File: src/rtl/clock_pkg.sv
// Shared stopwatch definitions: display mode encodings, time word width and
// the default HOLD duration.
package clock_pkg;

    localparam int TIME_W           = 32;
    localparam int HOLD_CYC_DEFAULT = 100_000_000;

    localparam logic [1:0] MODE_LIVE   = 2'd0;
    localparam logic [1:0] MODE_HOLD   = 2'd1;
    localparam logic [1:0] MODE_REVIEW = 2'd2;

endpackage

File: src/rtl/lap_ram.sv
// Lap storage: DEPTH x TIME_W words, one synchronous write port and one
// combinational read port.
module lap_ram
    import clock_pkg::*;
#(
    parameter int DEPTH = 8,
    parameter int AW    = $clog2(DEPTH)
) (
    input  logic              clk,
    input  logic              we,
    input  logic [AW-1:0]     waddr,
    input  logic [TIME_W-1:0] wdata,
    input  logic [AW-1:0]     raddr,
    output logic [TIME_W-1:0] rdata
);

    logic [TIME_W-1:0] mem [DEPTH];

    // NOTE: storage is deliberately left out of reset; lap_count decides which
    // entries are valid, so clearing the array would only cost reset fan-out.
    always_ff @(posedge clk) begin
        if (we) begin
            mem[waddr] <= wdata;
        end
    end

    assign rdata = mem[raddr];

endmodule

File: src/rtl/lap_recorder.sv
// Lap recorder between stopwatch and display: shows live time, freezes a
// just-taken lap for HOLD_CYC cycles, and lets the user step through stored laps.
module lap_recorder
    import clock_pkg::*;
#(
    parameter int DEPTH    = 8,
    parameter int HOLD_CYC = HOLD_CYC_DEFAULT,
    parameter int PW       = $clog2(DEPTH),
    parameter int CW       = $clog2(DEPTH + 1)
) (
    input  logic              clk,
    input  logic              rst,
    input  logic [TIME_W-1:0] time_data,
    input  logic              lap_pulse,
    input  logic              view_pulse,
    input  logic              clear,
    output logic [TIME_W-1:0] disp_data,
    output logic [1:0]        mode,
    output logic [CW-1:0]     lap_count,
    output logic [PW-1:0]     view_idx,
    output logic              full
);

    localparam int HCW = (HOLD_CYC > 1) ? $clog2(HOLD_CYC) : 1;

    logic [1:0]        mode_q, mode_d;
    logic [TIME_W-1:0] disp_q, disp_d;
    logic [CW-1:0]     count_q, count_d;
    logic [PW-1:0]     wr_ptr_q, wr_ptr_d;
    logic [PW-1:0]     oldest_q, oldest_d;
    logic [PW-1:0]     view_q, view_d;
    logic [HCW-1:0]    hold_q, hold_d;
    logic              we;
    logic              is_full;
    logic [PW-1:0]     rd_addr;
    logic [TIME_W-1:0] rd_data;

    assign is_full = (count_q == CW'(DEPTH));

    lap_ram #(.DEPTH(DEPTH), .AW(PW)) u_ram (
        .clk   (clk),
        .we    (we & ~rst),
        .waddr (wr_ptr_q),
        .wdata (time_data),
        .raddr (rd_addr),
        .rdata (rd_data)
    );

    // NOTE: every signal assigned here gets a default first so no path can
    // leave it unassigned and infer a latch.
    always_comb begin
        mode_d   = mode_q;
        count_d  = count_q;
        wr_ptr_d = wr_ptr_q;
        oldest_d = oldest_q;
        view_d   = view_q;
        hold_d   = hold_q;
        we       = 1'b0;

        // Background HOLD countdown; any accepted strobe below overrides it.
        if (mode_q == MODE_HOLD) begin
            if (hold_q == '0) begin
                mode_d = MODE_LIVE;
            end else begin
                hold_d = hold_q - HCW'(1);
            end
        end

        if (clear) begin
            mode_d   = MODE_LIVE;
            count_d  = '0;
            wr_ptr_d = '0;
            oldest_d = '0;
            view_d   = '0;
            hold_d   = '0;
        end else if (lap_pulse) begin
            we       = 1'b1;
            wr_ptr_d = wr_ptr_q + PW'(1);
            if (is_full) begin
                oldest_d = oldest_q + PW'(1);
            end else begin
                count_d = count_q + CW'(1);
            end
            if (mode_q != MODE_REVIEW) begin
                mode_d = MODE_HOLD;
                hold_d = HCW'(HOLD_CYC - 1);
            end
        end else if (view_pulse) begin
            if (mode_q == MODE_REVIEW) begin
                if (CW'(view_q) == count_q - CW'(1)) begin
                    mode_d = MODE_LIVE;
                    view_d = '0;
                end else begin
                    view_d = view_q + PW'(1);
                end
            end else if (count_q != '0) begin
                mode_d = MODE_REVIEW;
                view_d = '0;
                hold_d = '0;
            end
        end

        // Display shows the state being entered; a lap written this edge is
        // forwarded since the RAM only holds it after the edge.
        rd_addr = oldest_d + view_d;
        case (mode_d)
            MODE_HOLD:   disp_d = we ? time_data : disp_q;
            MODE_REVIEW: disp_d = (we && rd_addr == wr_ptr_q) ? time_data : rd_data;
            default:     disp_d = time_data;
        endcase
    end

    // NOTE: state registers use non-blocking assignment so every flop samples
    // the pre-edge values regardless of statement order.
    always_ff @(posedge clk) begin
        if (rst) begin
            mode_q   <= MODE_LIVE;
            disp_q   <= '0;
            count_q  <= '0;
            wr_ptr_q <= '0;
            oldest_q <= '0;
            view_q   <= '0;
            hold_q   <= '0;
        end else begin
            mode_q   <= mode_d;
            disp_q   <= disp_d;
            count_q  <= count_d;
            wr_ptr_q <= wr_ptr_d;
            oldest_q <= oldest_d;
            view_q   <= view_d;
            hold_q   <= hold_d;
        end
    end

    assign disp_data = disp_q;
    assign mode      = mode_q;
    assign lap_count = count_q;
    assign view_idx  = view_q;
    assign full      = is_full;

endmodule

File: config.mk
export PLATFORM = sky130hd
export DESIGN_NAME = lap_recorder
export DESIGN_NICKNAME = d
export VERILOG_FILES = /design/src/rtl/clock_pkg.sv /design/src/rtl/lap_ram.sv /design/src/rtl/lap_recorder.sv
export SDC_FILE = /design/constraint.sdc
export NUM_CORES = 1
export LEC_CHECK = 0
export BUFFER_PORTS_ARGS = -buffer_cell sky130_fd_sc_hd__clkbuf_2
export CAP_MARGIN = 20
export CORE_ASPECT_RATIO = 2
export CORE_MARGIN = 1.5
export CORE_UTILIZATION = 40
export CTS_BUF_LIST = sky130_fd_sc_hd__clkbuf_4 sky130_fd_sc_hd__clkbuf_8 sky130_fd_sc_hd__clkbuf_16
export CTS_CLUSTER_SIZE = 10
export DETAILED_ROUTE_END_ITERATION = 7
export PLACE_DENSITY = 0.56
export REMOVE_ABC_BUFFERS = 1
export SLEW_MARGIN = 25
export SYNTH_ARGS = -nofsm -noshare
export SYNTH_HDL_FRONTEND = slang
export SYNTH_SLANG_ARGS = --single-unit
File: constraint.sdc
create_clock -name clk -period 5.6 [get_ports clk]
set_input_delay 1.4 -clock clk [delete_from_list [all_inputs] [get_ports clk]]
set_output_delay 1.4 -clock clk [all_outputs]
set_load 0.01 [all_outputs]
==> results of run 1 <==
[layer usage]
metal	vias to the layer above	global-route usage [%]	share of wire, %
li1	3192	-	-
met1	3570	18.9	39
met2	133	31.5	54
met3	52	2.93	3.8
met4	0	7.02	3.1
met5	-	0	0
[through the flow]
step                      total power, mW  worst slack [ns]  area, µm²  TNS, ns  cells
after detailed placement             2.94             0.948      14100        0   1238
final                                5.25              1.28      15300        0   1308
after global placement               2.93              1.06      14100        0   1238
after floorplan                      2.84            -0.900      13000   -28.78    714
after CTS                            5.31              1.22      15300        0   1307
after global routing                 5.41             0.996      15300        0   1308
[flip-flops by register name, indices dropped and copies added (netlist names)]
signal and flops:
disp_data 32, mode 2, hold_q 27, lap_count 4, wr_ptr_q 3, oldest_q 3
u_ram.mem 256, view_idx 3
[Yosys cell counts, types with 7 or more instances]
| master | count | area (µm²) |
|---|---|---|
| and2_1 | 35 | 219 |
| a21oi_1 | 8 | 40.0 |
| nand2b_1 | 10 | 62.6 |
| mux2_2 | 31 | 349 |
| xnor2_1 | 19 | 166 |
| edfxtp_1 | 256 | 7690 |
| dfxtp_1 | 74 | 1480 |
| a221o_1 | 32 | 320 |
| ha_1 | 9 | 113 |
| inv_1 | 7 | 26.3 |
| mux4_2 | 64 | 1440 |
| nor2_1 | 39 | 146 |
| o21ai_0 | 22 | 110 |
| nor3_1 | 9 | 45.0 |
| clkbuf_1 | 21 | 78.8 |
| xor2_1 | 15 | 131 |
| nand2_1 | 15 | 56.3 |
[worst max-delay path, stage by stage, from the launching register on]
cell and delay (ns):
dfxtp_1 0.47, inv_1 0.14, ha_1 0.23, xor2_1 0.17, a211o_1 0.27, and2_1 0.19
nor2_1 0.14, mux2i_1 0.11, nor2_1 0.19, ha_4 0.15, inv_1 0.04, fa_2 0.58
xnor2_1 0.07, nor4b_1 0.24, o21ai_1 0.18, a221oi_4 0.29, buf_4 0.51, a221o_1 0.25
[power breakdown]
group | switching (mW) | leakage, nW | internal [mW] | total (mW)
combinational | 0.113 | 1.67 | 0.0753 | 0.188
sequential | 0.0218 | 2.91 | 2.67 | 2.69
clock | 0.923 | 0.619 | 1.44 | 2.37
[logic make-up after synthesis]
logic type | Yosys count | share of synthesized area, %
and+or+nand+nor | 157 | 6.86
adders and majority gates | 10 | 1.01
muxes | 99 | 13.9
DFF | 330 | 69.7
buffers and inverters | 45 | 1.66
xor gates and xnor gates | 34 | 2.26
AOI/OAI and AO/OA | 77 | 4.56
[how the worst max path moves through the flow]
stage | startpoint | to | depth (start not counted)
after global placement | lap_pulse | disp_data[11]$_SDFFE_PP0P_ | 15
after CTS | lap_count[0]$_SDFFE_PP0P_ | disp_data[1]$_SDFFE_PP0P_ | 17
after floorplan | view_pulse | disp_data[0]$_SDFFE_PP0P_ | 10
after global routing | lap_count[0]$_SDFFE_PP0P_ | disp_data[5]$_SDFFE_PP0P_ | 17
final | lap_count[0]$_SDFFE_PP0P_ | disp_data[1]$_SDFFE_PP0P_ | 17
after detailed placement | lap_pulse | disp_data[1]$_SDFFE_PP0P_ | 15
[layout make-up]
type	instances	area, µm²	share of cell area, %
clock buffers	68	1190	7.78
clock inverters	1	8.76	0.0571
well taps	427	534	3.48
repair buffers	97	558	3.64
diodes	1	2.50	0.0163
inverters	7	26.3	0.171
multi-input cells	377	3850	25.1
flip-flops and latches	330	9170	59.8
==> summary.txt, run 1 <==
status: complete, no violations
worst r2r dst: disp_data[1]$_SDFFE_PP0P_
RSZ-0062 raised after global routing: false
post_cts resized: 0
Final GP Congestion: 0.767
Synth Cell Area: 0.0132 mm²
Max clock buf depth: 3
DR DRC count: 0
HP Start: hold_q[26]$_SDFF_PP0_
initial core utilization: 40.8%
worst reg2reg setup slack: 1.28 ns
TritonCTS clock tree: done
Final min period: 4.32 ns
Core ar.: 0.0322 mm²
final hold viol count: 0
DR vias/cell: 5.31
post-DP HPWL: 16.3 mm
Buffers on Ports: 78
Die Area: 0.0340 mm²
Mean Syn Cell Area: 17.5 µm²
P_leak: 5.20 nW
Root Buffer: clkbuf_16
Crit path required time: 6.05 ns
Async S/R FF share, synth: 0%
HP Class: flip-flop to flip-flop
CTS buffer count: 38
WHS: 0.517 ns
sequential-to-total area share from yosys stat: 69.7%
most frequent cells in the layout: 256 x edfxtp_1, 78 x clkbuf_2, 74 x dfxtp_1
Syn Inst Count: 752
htree depth: 2
GRT Total Usage: 16.9%
latest clock arrival within the worst-skew pair: 0.52 ns
CTS sink cnt: 330
R2R Path Start: lap_count[0]$_SDFFE_PP0P_
die height: 259 µm
first-pass GRT wire length: 43.5 mm
I/O pin cnt: 79
post-CTS setup buffers: 0
largest net degree at the start of global routing: 54
Post-CTS Hold Buffers: 0
Die W: 131 µm
Unique masters post-synth: 59
vias: 6947
layout cells sized above 1: 32.4%
Tcrit/Tclk final: 77.1%
R2R cell count: 17
Crit. End Element: flip-flop
worst clock skew: 0.0236 ns
Worst Path Arrival: 4.76 ns
Worst-Margin Slew: 0.907 ns
vias in the first global route: 7514
worst hold path depth: 2
number of max-cap violations: 0
initial drt markers: 364
GR Overflow Total: 0
wire per inst: 21.4 µm
CP max FO: 32
Crit Path Class: flip-flop to flip-flop
final slew viol count: 0
Synth Flop Type: edfxtp_1
DR pass1 iterations: 4
Final Util: 47.6%
Filler cells: 2783
startpoint types: flip-flop
nets@finish: 898
Rows: 93
WHS Endpoint: hold_q[26]$_SDFF_PP0_
pwr/cell area: 342 mW/mm²
routed wire length: 28.0 mm
yosys warns: 0
# setup viols final: 0
area grow syn2layout: 16.7%
EDFF count, synth: 256
initial antenna violation count: 1
worst relative slew slack: 39.4%
Synth Register Bits: 330
leading cell type in the layout, fill and taps excluded: edfxtp_1
clk slew on worst S/H paths: 0.06 ns
Peak VDD IR: 0.000192 V
f_max: 0.232 GHz
post-route ant nets: 0
Power figures use the tool's default switching activity.
==> inputs of run 2 (changes only) <==
Settings changed: ABC_AREA set to 1, PLACE_DENSITY 0.56 to 0.58.
Clock period 5.6 ns to 3.6 ns, I/O delays scaled along.
==> summary.txt, run 2 <==
status: complete, no violations
final slew viol count: 0 (unchanged)
dpl cell area: 0.0159 mm² (+12%)
DP Worst Slack: -0.238 ns (-1.19 ns)
Core ar.: 0.0356 mm² (+10%)
Largest register FFs: 256 (unchanged)
CP max FO: 6 (-81%)
initial antenna violation count: 2 (+1)
area grow syn2layout: 21.1%
GR Overflow Total: 0 (unchanged)
Worst-Margin Slew: 0.557 ns (-0.350 ns)
Die Area: 0.0371 mm² (+9.1%)
post-route ant nets: 0 (unchanged)
Synth Flop Type: edfxtp_1
Synth top area share: 53.5% (-5.0 points)
CTS sink cnt: 330 (unchanged)
startpoint types: flip-flop
xor and xnor area share after synthesis: 0.792% (-1.5 points)
EDFF count, synth: 256 (unchanged)
post-DP HPWL: 22.7 mm (+39%)
wire per inst: 19.3 µm (-9.8%)
number of max-cap violations: 0 (unchanged)
most frequent cells in the layout: 256 x edfxtp_1, 253 x nor2_1, 182 x o21ai_0
fin cells: 1998 (+53%)
htree depth: 2 (unchanged)
Mean Syn Cell Area: 10.3 µm² (-41%)
Max clock buf depth: 3 (unchanged)
top cells by count, synth: 267 x nor2_1, 256 x edfxtp_1, 183 x o21ai_0, 172 x nand2_1, 82 x inv_1
mux cell area share after synthesis: 0% (-14 points)
R2R cell count: 23 (+6)
layout cells sized above 1: 21.5% (-11 points)
Crit Path Class: flip-flop to flip-flop
setup ws final: 0.117 ns (-1.17 ns)
Filler cells: 3252 (+17%)
CP endpoint: disp_data[19]$_SDFFE_PP0P_
Final min period: 3.48 ns (-0.833 ns)
synth top area cells: edfxtp_1 53%, dfxtp_1 10%, nor2_1 7.0%, o21ai_0 6.4%, nand2_1 4.5%
routed wire length: 38.6 mm (+38%)
Peak VDD IR: 0.000365 V (+90%)
Design Area, Final: 0.0174 mm² (+13%)
Synth Register Bits: 330 (unchanged)
Inserted Diodes: 0 (-1)
nets@finish: 1564 (+74%)
f_max: 0.287 GHz (+24%)
CP startpoint: lap_count[1]$_SDFFE_PP0P_
multi-input logic area: 0.00471 mm² (+22%)
largest family of logic cells by synthesized area: simple AND/OR/NAND/NOR gates
leading cell type in the layout, fill and taps excluded: edfxtp_1
Synth Area in Simple Gates: 16.6% (+9.8 points)
vias: 10700 (+54%)
setup TNS: 0 ns (unchanged)
sequential-to-total area share from yosys stat: 63.8% (-5.9 points)
first-pass GRT wire length: 57.9 mm (+33%)
Final Util: 49.0% (+1.4 points)
worst reg2reg setup slack: 0.12 ns (-1.17 ns)
DR vias/cell: 5.36 (+0.84%)
I/O pin cnt: 79 (unchanged)
pwr/cell area: 486 mW/mm² (+42%)
worst relative slew slack: 62.5% (+23 points)
dpl cells: 1916 (+55%)
Crit path required time: 4.01 ns (-2.04 ns)
TritonCTS clock tree: done
post-synthesis adder-cell area fraction: 0.923% (-0.086 points)
latest clock arrival within the worst-skew pair: 0.53 ns (about the same)
HP Class: flip-flop to flip-flop
Final GP Congestion: 0.864 (+13%)
Yosys top cell by area: edfxtp_1
Crit. End Element: flip-flop
GRT Total Usage: 20.4% (+3.5 points)
final hold viol count: 0 (unchanged)
DR DRC count: 0 (unchanged)
Compound-Gate Fraction of Synth Area: 13.0% (+8.4 points)
clk slew on worst S/H paths: 0.06 ns (about the same)
HP Start: hold_q[0]$_SDFF_PP0_
die height: 271 µm (+4.5%)
Tcrit/Tclk final: 96.8% (+20 points)
Syn Inst Count: 1393 (+85%)
DR pass1 iterations: 5 (+1)
worst clock skew: 0.0134 ns (-0.0102 ns)
Top reg by flops: u_ram.mem
Async S/R FF share, synth: 0% (unchanged)
Root Buffer: clkbuf_16
yosys warns: 0 (unchanged)
# setup viols final: 0 (unchanged)
Buffers on Ports: 78 (unchanged)
Worst Path Arrival: 3.90 ns (-0.86 ns)
Unique masters post-synth: 46 (-22%)
R2R Path Start: lap_count[1]$_SDFFE_PP0P_
worst r2r dst: disp_data[19]$_SDFFE_PP0P_
initial core utilization: 40.4% (-0.38 points)
FF+latch area: 0.00917 mm² (about the same)
CTS buffer count: 39 (+2.6%)
Rows: 98 (+5.4%)
P_leak: 6.68 nW (+28%)
Synth Cell Area: 0.0144 mm² (+9.3%)
initial drt markers: 629 (+73%)
largest net degree at the start of global routing: 65 (+20%)
Die W: 137 µm (+4.4%)
vias in the first global route: 10700 (+43%)
count leader, synth: nor2_1
[run 2: cell count changes after synthesis, sizes merged, moves of 14 or more]
cell,delta
inv,+80
o21ai,+162
nand3,+73
a21oi,+39
a221o,-32
clkbuf,+28
mux4,-64
and2,-35
o22ai,+65
nand2,+165
xnor2,-14
mux2,-32
nor2,+232
[run 2: stage by stage]
step	power, mW	hold WS, ns
CTS	8.50	0.504
finish	8.46	0.494
global route	8.74	0.514
global placement	4.72	0.482
detailed placement	4.73	0.491
floorplan	4.53	0.464
[run 2: layout make-up]
cell class | instances | share of cell area [%]
clock buffer | 68 | 6.86
inverter | 88 | 1.90
sequential | 330 | 52.7
tap | 450 | 3.23
clock inverter | 4 | 0.201
timing repair buffer | 159 | 8.09
multi-input combinational | 899 | 27.0
[run 2: worst min path at each step]
stage / end / slack, ns / depth (start not counted)
2_1_floorplan: hold_q[0]$_SDFF_PP0_ / 0.46 / 2
3_3_place_gp: hold_q[0]$_SDFF_PP0_ / 0.48 / 2
3_5_place_dp: hold_q[0]$_SDFF_PP0_ / 0.49 / 2
4_1_cts: hold_q[0]$_SDFF_PP0_ / 0.50 / 2
5_1_grt: hold_q[0]$_SDFF_PP0_ / 0.51 / 2
6_report: hold_q[0]$_SDFF_PP0_ / 0.49 / 2
[run 2: kinds of logic after synthesis]
family,after synthesis
AND/OR/NAND/NOR,560
buffers and inverters,164
adder cells (fa/ha/maj),10
AO/OA/AOI/OAI,316
flip-flops,330
XOR/XNOR,13
[run 2: worst max-delay path: stages, from the launching register on]
cell and delay, ns:
dfxtp_1 0.34, inv_2 0.07, ha_4 0.16, inv_1 0.04, nand2_1 0.06, nand3_1 0.13
nand3_4 0.11, nor2_4 0.15, nor3_2 0.05, a21oi_2 0.16, nor2_2 0.07, ha_4 0.15
inv_2 0.05, fa_2 0.48, inv_2 0.10, o22ai_2 0.08, a2111oi_4 0.40, nand3_4 0.13
buf_8 0.18, clkbuf_16 0.17, nand3_1 0.07, nand2_1 0.06, nor2_1 0.09, nor2_1 0.05
[run 2: repair_timing]
item                                    4_1_cts  5_1_grt
resized for setup                             1       42
gates cloned                                  0        5
pin swaps                                     0       14
endpoints found under the setup margin       32       32
buffers inserted                              0        6
hold buffers                                  0        0
[run 2: power breakdown]
| part | internal, mW | leakage [nW] | switching [mW] |
|---|---|---|---|
| clock | 2.26 | 0.632 | 1.50 |
| sequential | 4.16 | 2.92 | 0.0363 |
| combinational | 0.170 | 3.13 | 0.323 |
[run 2: layer usage]
layer  GRT usage (%)  share of wire, %
met5               0             0.067
met2            37.5                53
met4            10.2               4.5
met3            3.39               5.3
met1            22.0                37
==> inputs of run 3 (changes only) <==
Settings changed: ABC_AREA 1 to 0, CAP_MARGIN 20 to unset, MAX_ROUTING_LAYER set to met4.
==> summary.txt, run 3 (synthesis results as in run 1) <==
DP Worst Slack: -0.224 ns (+0.0142 ns)
DR DRC count: 0 (unchanged)
Worst Path Arrival: 4.07 ns (+0.17 ns)
largest net degree at the start of global routing: 33 (-49%)
WHS Endpoint: hold_q[11]$_SDFF_PP0_
worst clock skew: 0.0159 ns (+0.00254 ns)
I/O pin cnt: 79 (unchanged)
Max clock buf depth: 3 (unchanged)
worst reg2reg setup slack: -0.07 ns (-0.18 ns)
Worst path top cell family by delay: adder cells
htree depth: 2 (unchanged)
HP Start: hold_q[11]$_SDFF_PP0_
critical-path cell list: inv_4 -> ha_4 -> xor2_2 -> a211o_1 -> and2_4 -> nor2_4 -> mux2i_2 -> nor2_2 -> ha_4 -> inv_2 -> fa_2 -> buf_6 -> buf_12 -> buf_4 -> mux4_2 -> mux2_2 -> a221o_1
P_leak: 5.63 nW (-16%)
post-DP HPWL: 17.4 mm (-23%)
dpl cells: 1274 (-34%)
Crit Path Class: flip-flop to flip-flop
Die W: 131 µm (-4.3%)
TritonCTS clock tree: done
Worst Path Buf+Inv: 5 (-1)
DR vias/cell: 5.38 (+0.48%)
area grow syn2layout: 23.7%
worst relative slew slack: 61.0% (-1.5 points)
# setup viols final: 30 (+30)
DR pass1 iterations: 4 (-1)
Buffers on Ports: 78 (unchanged)
post-route ant nets: 0 (unchanged)
fin cells: 1361 (-32%)
HP Class: flip-flop to flip-flop
Root Buffer: clkbuf_16
clk slew on worst S/H paths: 0.06 ns (about the same)
wire per inst: 22.4 µm (+16%)
Final GP Congestion: 0.772 (-11%)
CP dominant cell by count: ha_4
final slew viol count: 0 (unchanged)
status: complete, but fails checks
Crit path required time: 4.01 ns (about the same)
leading cell type in the layout, fill and taps excluded: edfxtp_1
slowest CP cell: fa_2
Inserted Diodes: 0 (unchanged)
violated checks: negative setup slack
Crit. End Element: flip-flop
R2R cell count: 17 (-26%)
worst r2r dst: disp_data[24]$_SDFFE_PP0P_
f_max: 0.273 GHz (-5.0%)
pwr/cell area: 508 mW/mm² (+4.6%)
Rows: 93 (-5.1%)
initial drt markers: 426 (-32%)
Worst-Margin Slew: 0.580 ns (+0.0230 ns)
final hold viol count: 0 (unchanged)
CP max FO: 6 (unchanged)
GR Overflow Total: 0 (unchanged)
most frequent cells in the layout: 256 x edfxtp_1, 78 x clkbuf_2, 72 x dfxtp_1
nets@finish: 951 (-39%)
vias: 7324 (-32%)
Core ar.: 0.0322 mm² (-9.4%)
CTS sink cnt: 330 (unchanged)
latest clock arrival within the worst-skew pair: 0.53 ns (about the same)
Die Area: 0.0340 mm² (-8.4%)
Largest register FFs: 256 (unchanged)
initial antenna violation count: 0 (-2)
worst hold path depth: 2 (unchanged)
first-pass GRT wire length: 46.6 mm (-20%)
Peak VDD IR: 0.000281 V (-23%)
startpoint types: flip-flop
vias in the first global route: 7793 (-27%)
number of max-cap violations: 0 (unchanged)
GRT Total Usage: 18.8% (-1.6 points)
CTS buffer count: 38 (-2.6%)
R2R Path Start: lap_count[0]$_SDFFE_PP0P_
Tcrit/Tclk final: 102% (+5.1 points)
RSZ-0062 raised after global routing: true
Top reg by flops: u_ram.mem
die height: 259 µm (-4.3%)
Worst path max stage delay: 0.56 ns (+0.08 ns)
setup ws final: -0.0660 ns (-0.183 ns)
initial core utilization: 40.8% (+0.38 points)
routed wire length: 30.5 mm (-21%)
Final min period: 3.67 ns (+0.183 ns)
layout cells sized above 1: 38.1% (+17 points)
[run 3: changes by cell type in the layout (fill, tap and decap cells not counted), sizes merged, moves of 14 or more]
| cell | before | now |
|---|---|---|
| nor2 | 271 | 39 |
| nand2 | 181 | 16 |
| o21ai | 186 | 24 |
| inv | 90 | 7 |
| nand3 | 79 | 6 |
| o22ai | 65 | 0 |
| mux4 | 0 | 64 |
| a21oi | 48 | 9 |
| and2 | 0 | 35 |
| a221o | 0 | 32 |
| mux2 | 0 | 32 |
| xnor2 | 5 | 19 |
[run 3: routing by layer]
metal	GRT usage (%)	share of wire (%)	vias up
met3	2.99	4.1	46
met2	34.7	56	180
met5	-	0	-
met4	6.02	2.4	0
li1	-	-	3287
met1	20.6	37	3811
[run 3: worst register-to-register path: stages, from the launching register on]
cell and delay, ns:
dfxtp_2 0.35, inv_4 0.05, ha_4 0.15, xor2_2 0.15, a211o_1 0.26, and2_4 0.18, nor2_4 0.12, mux2i_2 0.09
nor2_2 0.13, ha_4 0.14, inv_2 0.03, fa_2 0.56, buf_6 0.14, buf_12 0.14, buf_4 0.17, mux4_2 0.30
mux2_2 0.27, a221o_1 0.29
[run 3: how the worst max path moves through the flow]
stage | depth (start not counted) | endpoint | startpoint
final | 17 | disp_data[24]$_SDFFE_PP0P_ | lap_count[0]$_SDFFE_PP0P_
after floorplan | 14 | disp_data[0]$_SDFFE_PP0P_ | lap_count[0]$_SDFFE_PP0P_
after global routing | 19 | disp_data[16]$_SDFFE_PP0P_ | lap_count[1]$_SDFFE_PP0P_
after global placement | 13 | disp_data[17]$_SDFFE_PP0P_ | lap_pulse
after detailed placement | 15 | disp_data[8]$_SDFFE_PP0P_ | lap_pulse
after CTS | 19 | disp_data[25]$_SDFFE_PP0P_ | lap_count[0]$_SDFFE_PP0P_
[run 3: cell type report]
cell class,count,area (µm²)
Timing Repair Buffer,150,1360
Tap cell,427,534
Fill cell,2686,16000
Clock buffer,68,1190
Clock inverter,2,32.5
Multi-Input combinational cell,377,3940
Sequential cell,330,9170
Inverter,7,28.8
[run 3: report_power, final]
group          internal (mW)  total, mW  switching, mW  leakage (nW)
combinational          0.152      0.349          0.197          2.09
sequential              4.16       4.19         0.0351          2.92
clock                   2.26       3.72           1.47         0.628
[run 3: per-stage QoR]
step / power [mW] / hold slack (ns) / util, % / TNS, ns / cell area, µm²
finish: 8.26 / 0.512 / 50.5 / -1.11 / 16300
global route: 8.53 / 0.549 / 50.5 / -6.26 / 16300
CTS: 8.35 / 0.519 / 50.1 / -2.59 / 16100
detailed placement: 4.59 / 0.502 / 45.6 / -6.46 / 14700
global placement: 4.58 / 0.492 / 45.6 / -6.09 / 14700
floorplan: 4.42 / 0.474 / - / -109.72 / 13000
[run 3: timing repair]
| action | in CTS | in global routing |
|---|---|---|
| resized for setup | 27 | 7 |
| pin swaps | 9 | 16 |
| hold endpoints to repair | 0 | 0 |
| hold buffers | 0 | 0 |
| gates cloned | 3 | 2 |
| setup buffers | 8 | 4 |
| setup endpoints to repair | 32 | 32 |
